## config.mk

```make
export PLATFORM = sky130hd
export DESIGN_NAME = rc4_phase_sequencer
export DESIGN_NICKNAME = d
export VERILOG_FILES = /design/src/rtl/rc4_phase_sequencer.sv
export SDC_FILE = /design/constraint.sdc
export NUM_CORES = 1
export LEC_CHECK = 0
export BUFFER_PORTS_ARGS = -buffer_cell sky130_fd_sc_hd__buf_2
export CORE_MARGIN = 3
export CORE_UTILIZATION = 44
export DETAILED_ROUTE_END_ITERATION = 10
export PLACE_DENSITY = 0.85
export SLEW_MARGIN = 20
export SYNTH_ARGS = -nofsm -noshare
export SYNTH_HDL_FRONTEND = slang
export SYNTH_SLANG_ARGS = --single-unit
```

## constraint.sdc

```tcl
create_clock -name clk -period 2.3 [get_ports clk]
set_input_delay 0.46 -clock clk [delete_from_list [all_inputs] [get_ports clk]]
set_output_delay 0.46 -clock clk [all_outputs]
set_load 0.03 [all_outputs]
```

## src/rtl/rc4_phase_sequencer.sv

```systemverilog
// rtl/rc4_phase_sequencer.sv - sequences init/shuffle/decrypt passes over a shared S-memory port.
// Optional cycle counter output enabled by RC4_SEQ_CYCLE_COUNT_EN.
`timescale 1ns/1ps
module rc4_phase_sequencer #(
  parameter int RAM_WIDTH      = 8,
  parameter int RAM_LENGTH     = 8,
  parameter int KEY_LENGTH     = 3,
  parameter int TIMEOUT_CYCLES = 4096
) (
  input  logic                            clk,
  input  logic                            reset,
  input  logic                            go,
  input  logic [KEY_LENGTH*RAM_WIDTH-1:0] key_in,
  output logic [KEY_LENGTH*RAM_WIDTH-1:0] key_out,
  output logic                            init_start,
  output logic                            shuf_start,
  output logic                            dec_start,
  input  logic                            init_finished,
  input  logic                            shuf_finished,
  input  logic                            dec_finished,
  input  logic [RAM_LENGTH-1:0]           init_addr,
  input  logic [RAM_LENGTH-1:0]           shuf_addr,
  input  logic [RAM_LENGTH-1:0]           dec_addr,
  input  logic [RAM_WIDTH-1:0]            init_data,
  input  logic [RAM_WIDTH-1:0]            shuf_data,
  input  logic [RAM_WIDTH-1:0]            dec_data,
  input  logic                            init_wren,
  input  logic                            shuf_wren,
  input  logic                            dec_wren,
  output logic [RAM_LENGTH-1:0]           ram_address,
  output logic [RAM_WIDTH-1:0]            ram_data,
  output logic                            ram_wren,
  output logic                            busy,
  output logic                            done,
  output logic                            error,
  output logic [2:0]                      phase
`ifdef RC4_SEQ_CYCLE_COUNT_EN
  ,
  output logic [31:0]                     cycle_count
`endif
);

  typedef enum logic [2:0] {
    S_IDLE  = 3'd0,
    S_INIT  = 3'd1,
    S_SHUF  = 3'd2,
    S_DEC   = 3'd3,
    S_DONE  = 3'd4,
    S_ERROR = 3'd5
  } state_t;

  localparam int CW = (TIMEOUT_CYCLES > 2) ? $clog2(TIMEOUT_CYCLES) : 1;

  state_t                          state_q, state_d;
  logic [CW-1:0]                   cnt_q, cnt_d;
  logic [KEY_LENGTH*RAM_WIDTH-1:0] key_q, key_d;
  logic                            init_start_q, init_start_d;
  logic                            shuf_start_q, shuf_start_d;
  logic                            dec_start_q, dec_start_d;
  logic                            busy_q, busy_d;
  logic                            done_q, done_d;
  logic                            error_q, error_d;
  logic [2:0]                      phase_q, phase_d;
  logic                            run, first, fin, timeout, go_acc;
`ifdef RC4_SEQ_CYCLE_COUNT_EN
  logic [31:0]                     cc_q, cc_d;
`endif

  always_comb begin
    state_d      = state_q;
    cnt_d        = cnt_q;
    key_d        = key_q;
    init_start_d = 1'b0;
    shuf_start_d = 1'b0;
    dec_start_d  = 1'b0;
    go_acc       = 1'b0;
    run          = (state_q == S_INIT) || (state_q == S_SHUF) || (state_q == S_DEC);
    // The start pulse marks the first cycle of a phase; a finished level seen then is stale.
    first        = init_start_q | shuf_start_q | dec_start_q;
    timeout      = (cnt_q == CW'(TIMEOUT_CYCLES - 2));
    case (state_q)
      S_INIT:  fin = init_finished;
      S_SHUF:  fin = shuf_finished;
      S_DEC:   fin = dec_finished;
      default: fin = 1'b0;
    endcase
    if (run) cnt_d = cnt_q + CW'(1);
    case (state_q)
      S_IDLE, S_DONE, S_ERROR: begin
        if (go) begin
          go_acc       = 1'b1;
          key_d        = key_in;
          state_d      = S_INIT;
          cnt_d        = '0;
          init_start_d = 1'b1;
        end
      end
      S_INIT: begin
        if (fin && !first) begin
          state_d      = S_SHUF;
          cnt_d        = '0;
          shuf_start_d = 1'b1;
        end else if (timeout) begin
          state_d = S_ERROR;
        end
      end
      S_SHUF: begin
        if (fin && !first) begin
          state_d     = S_DEC;
          cnt_d       = '0;
          dec_start_d = 1'b1;
        end else if (timeout) begin
          state_d = S_ERROR;
        end
      end
      S_DEC: begin
        if (fin && !first) state_d = S_DONE;
        else if (timeout)  state_d = S_ERROR;
      end
      default: state_d = S_IDLE;
    endcase
    phase_d = state_d;
    busy_d  = (state_d == S_INIT) || (state_d == S_SHUF) || (state_d == S_DEC);
    done_d  = (state_d == S_DONE);
    error_d = (state_d == S_ERROR);
  end

`ifdef RC4_SEQ_CYCLE_COUNT_EN
  always_comb begin
    cc_d = cc_q;
    if (go_acc)                      cc_d = '0;
    else if (run && (cc_q != '1))    cc_d = cc_q + 32'd1;
  end
`endif

  always_ff @(posedge clk) begin
    if (reset) begin
      state_q      <= S_IDLE;
      cnt_q        <= '0;
      key_q        <= '0;
      init_start_q <= 1'b0;
      shuf_start_q <= 1'b0;
      dec_start_q  <= 1'b0;
      busy_q       <= 1'b0;
      done_q       <= 1'b0;
      error_q      <= 1'b0;
      phase_q      <= 3'd0;
`ifdef RC4_SEQ_CYCLE_COUNT_EN
      cc_q         <= '0;
`endif
    end else begin
      state_q      <= state_d;
      cnt_q        <= cnt_d;
      key_q        <= key_d;
      init_start_q <= init_start_d;
      shuf_start_q <= shuf_start_d;
      dec_start_q  <= dec_start_d;
      busy_q       <= busy_d;
      done_q       <= done_d;
      error_q      <= error_d;
      phase_q      <= phase_d;
`ifdef RC4_SEQ_CYCLE_COUNT_EN
      cc_q         <= cc_d;
`endif
    end
  end

  // Unregistered mux so each pass keeps its own RAM timing.
  always_comb begin
    ram_address = '0;
    ram_data    = '0;
    ram_wren    = 1'b0;
    case (state_q)
      S_INIT: begin ram_address = init_addr; ram_data = init_data; ram_wren = init_wren; end
      S_SHUF: begin ram_address = shuf_addr; ram_data = shuf_data; ram_wren = shuf_wren; end
      S_DEC:  begin ram_address = dec_addr;  ram_data = dec_data;  ram_wren = dec_wren;  end
      default: ;
    endcase
  end

  assign key_out    = key_q;
  assign init_start = init_start_q;
  assign shuf_start = shuf_start_q;
  assign dec_start  = dec_start_q;
  assign busy       = busy_q;
  assign done       = done_q;
  assign error      = error_q;
  assign phase      = phase_q;
`ifdef RC4_SEQ_CYCLE_COUNT_EN
  assign cycle_count = cc_q;
`endif

endmodule

```

Yosys cells after proc, flatten, opt, wreduce, memory -nomap -nowiden:

Cells that the tools add are included.
Widths: inputs -> output; s select.

* register bits: 45
* bits of input ports: 81
* output and inout bits: 50
* word-level logic and storage cells: 55

* mux-type cells: 16
* equal/unequal tests: 11
* add/sub/neg operators: 1
* reduce and logical (&&, ||, !) cells: 13
* bitwise operators: 5

Operators by type and width (number)
* $pmux 8 s3: 2
* $mux 12: 3
* $pmux 12 s2: 1
* $mux 3: 5
* $add 12x1->12 const B: 1
* $eq 12x12->1 const B: 1
* $eq 3x2->1 const B: 4
* $eq 3x3->1 const B: 4
* $pmux 3 s4: 1
* $reduce_or 2->1: 4
* $eq 3x1->1 const B: 2
* $pmux 1 s3: 2
* $logic_or 1x1->1: 4
* $logic_not 3->1: 1
* $not 1->1: 3
* $reduce_or 3->1: 1
* $mux 1: 2
* $or 1x1->1: 2
* $reduce_and 2->1: 1
* $logic_and 1x1->1: 1
* $logic_not 1->1: 1

Depth between registers and ports, before layout:

* depth in word-level cells: 9
* depth in mapped cells: 6
* gate-level depth less buffers: 6

Worst setup path before layout:

Ideal clock, no wire load.

* path kind: reg2out
* start point: reg phase[0] (netlist name)
* end point: out ram_address[0]
* cell stages (with the launch flop): 7
* slack: -0.212 ns
* arrival time: 2.052 ns
* path buffers: 2
* data required time: 1.840 ns
* cells stage by stage: dfxtp_1 -> buf_2 -> inv_1 -> nor2_1 -> clkbuf_1 -> a22oi_1 -> nor2_1

RTL lines
* end, declared: RTL line 30 `output logic [RAM_LENGTH-1:0] ram_address,`

==> flow_summary.json <==
{
  "synth_edf_count": 0,
  "cts_tree": "built",
  "syn-num-nets": 362,
  "synth_top_family_by_area": "simple AND/OR/NAND/NOR gates",
  "std_cell_rows": 25,
  "fin_crit_sh_pct": 93.4,
  "first_iter_violations": 171,
  "synth_compound_area_share_pct": 19.6,
  "cts_max_level": 2,
  "synth-seq-cells": 45,
  "vias": 2467,
  "synth-xor-area-share_pct": 2.72,
  "grt_max_degree": 34,
  "clock_skew_ps": 7.40,
  "yosys.cell_count.top_type": "nand2_1",
  "max_freq_mhz": 465,
  "outcome": "complete, no violations",
  "clockBufferDepth": 2,
  "gp_congestion": 0.861,
  "hold_slack_ps": 385,
  "design_area_um2": 3120,
  "ys_types": 42,
  "cp_cell_sequence": "buf_6, mux2_2, a22oi_1, nor2_2, buf_2",
  "cpMaxStageDelayCell": "mux2_2",
  "fin_crit_ps": 2150,
  "grt_pass1_vias": 2223,
  "post_drt_wl_per_cell_um": 13.7,
  "tightest_slew_ps": 596,
  "cts.clk_slew.worst_paths_ps": 90,
  "coreArea_um2": 4850,
  "holdPathEnd": "key_out[18]$_SDFFE_PP0P_",
  "critPathMaxFanout": 30,
  "dr.pass1.iters": 4,
  "place_hpwl_mm": 4.78,
  "cp.required_ps": 1840,
  "grt_setup_unrepaired": "no",
  "leakagePower_nw": 1.40,
  "max_stage_delay_ps": 360,
  "synthCells": 279,
  "peakVddDrop_mv": 0.472,
  "cp.depth": 5,
  "setup_viol_count_final": 0,
  "relSlewSlack_pct": 60.3,
  "dieWidth_um": 77.6,
  "layout.nets": 487,
  "synthAdderAreaFrac_pct": 1.11,
  "die_h_um": 77.6,
  "portBuffers": 130,
  "synthMuxAreaShare_pct": 8.93,
  "yosys.area_share.simple_pct": 23.7,
  "whs_path_depth": 3,
  "dieArea_um2": 6020,
  "drc": 0,
  "clk_latency_ps": 300,
  "power.density_nw_per_um2": 634,
  "vias_per_cell": 5.23,
  "ant_nets": 0,
  "maxCapViolCount": 0,
  "hold_path_class": "primary input to flop",
  "critPathKind": "flop to output port",
  "crit_buf_inv": 2,
  "start_kind": "flop",
  "r2r_end": "cnt_q[11]$_SDFF_PP0_",
  "yosys.area.top_type_share_pct": 40.0,
  "avgSynthCellArea_um2": 8.08,
  "yosys.area.top_type": "dfxtp_1",
  "synth.area.top_cells": "dfxtp_1, nand2_1, mux2_2",
  "grt_overflow": 0,
  "worst_ep_arrival_time_ps": 1690,
  "yosysSeqAreaShare_pct": 40.0,
  "n_antenna_cell": 0,
  "tns_ps": 0,
  "clock_sinks": 45,
  "synth_flop_cell": "dfxtp_1",
  "numCtsBuffers": 5,
  "regToRegSetupSlack_ps": 170,
  "cp_top_family": "buffers and inverters",
  "wl_mm": 6.49,
  "root_buffer": "clkbuf_8",
  "hold_viol_final": 0,
  "post_dp_cell_area_um2": 2990,
  "r2r_cells": 5,
  "cts_setup_buffers": 0,
  "worstHoldStart": "key_in[18]",
  "grt_pass1_wl_mm": 10.4,
  "gr-usage-all-layers_pct": 20.9,
  "initial_core_util_pct": 46.5,
  "netlist_area_um2": 2250,
  "synth-async-reset-ratio_pct": 0,
  "critPathCaptureType": "output port",
  "fin_total_pwr_mw": 1.98,
  "yosys_warnings": 0,
  "num_io_pins": 131,
  "synth.top_cells.by_count": "nand2_1, dfxtp_1, a21oi_1, nor2_1",
  "drive_above_1_share_pct": 44.7,
  "worstReg2RegStart": "phase[1]$_SDFF_PP0_",
  "flow.area_growth_from_synthesis_pct": 38.2,
  "antenna_found_initial": 0,
  "drv_slew": 0
}
metal layers:
metal	track usage [%]	share of wire [%]
met1	26.5	41
met2	35.3	52
met3	4.29	5.1
met4	6.76	1.4
met5	0	0
report_power, final:
group / switching, mW / internal, mW / leakage (nW)
combinational: 0.335 / 0.201 / 0.981
clock: 0.272 / 0.325 / 0.0543
sequential: 0.0246 / 0.818 / 0.368
total: 0.632 / 1.34 / 1.40
worst max-delay path by stage:
stage | start | end | slack, ps
2_1_floorplan | phase[0]$_SDFF_PP0_ | ram_address[0] | 70
3_3_place_gp | phase[1]$_SDFF_PP0_ | ram_address[4] | 150
3_5_place_dp | phase[1]$_SDFF_PP0_ | ram_address[4] | 50
4_1_cts | phase[1]$_SDFF_PP0_ | ram_address[4] | 50
5_1_grt | phase[0]$_SDFF_PP0_ | ram_data[3] | 60
6_report | phase[0]$_SDFF_PP0_ | ram_data[3] | 150
cells by family (layout without fill, tap and decap cells):
logic type	after synthesis	count (layout)
buf+inv	23	149
flops	45	45
xor+xnor	7	7
compound gates	65	65
fa+ha+maj	2	2
mux	18	18
simple gates	119	119
cell type report:
type / count / area (um^2)
clock buffers: 5 / 68.8
clock inverters: 3 / 46.3
fillers: 407 / 1730
inverters: 5 / 18.8
multi-input cells: 211 / 1300
flip-flops and latches: 45 / 903
well taps: 67 / 83.8
repair buffers: 136 / 699
worst reg2reg max path, stage by stage (launching register included):
cell      delay, ps
dfxtp_2         490
buf_4           330
o21bai_4        160
or3_4           430
or4_4           520
a21oi_2         140
layout by cell type, fill, tap and decap left out, types with 2 or more instances in the layout:
cell type / synthesis / routed
a211oi_1: 2 / 2
a21oi_1: 30 / 30
a22oi_1: 17 / 17
buf_2: 3 / 130
buf_4: 0 / 5
clkbuf_8: 0 / 5
dfxtp_1: 45 / 43
dfxtp_2: 0 / 2
ha_1: 2 / 2
inv_1: 5 / 5
mux2_2: 17 / 17
nand2_1: 57 / 57
nand3_1: 3 / 3
nand4_1: 3 / 3
nor2_1: 28 / 17
nor2_2: 0 / 10
nor2b_1: 3 / 3
nor3_1: 7 / 7
nor4_1: 6 / 6
o21ai_0: 4 / 4
or3_1: 4 / 4
xnor2_1: 5 / 5
xor2_1: 2 / 2
flip-flops by register name (all words and copies together) (netlist names):
name        cells
dec_start       1
cnt_q          12
shuf_start      1
error           1
phase           3
init_start      1
key_out        24
busy            1
done            1
per-stage QoR:
| step | std cells | util [%] | worst slack (ps) |
|---|---|---|---|
| 4_1_cts | 472 | 64.1 | 50.0 |
| 5_1_grt | 472 | 64.3 | 63.4 |
| 6_report | 472 | 64.3 | 151 |
| 3_5_place_dp | 464 | 61.7 | 47.9 |
| 2_1_floorplan | 279 | - | 65.8 |
| 3_3_place_gp | 464 | 61.7 | 151 |
repair_timing:
action,CTS,global route
gates resized for setup,1,2
hold buffers,0,0
setup endpoints to repair,17,17
Power figures use the tool's default switching activity.
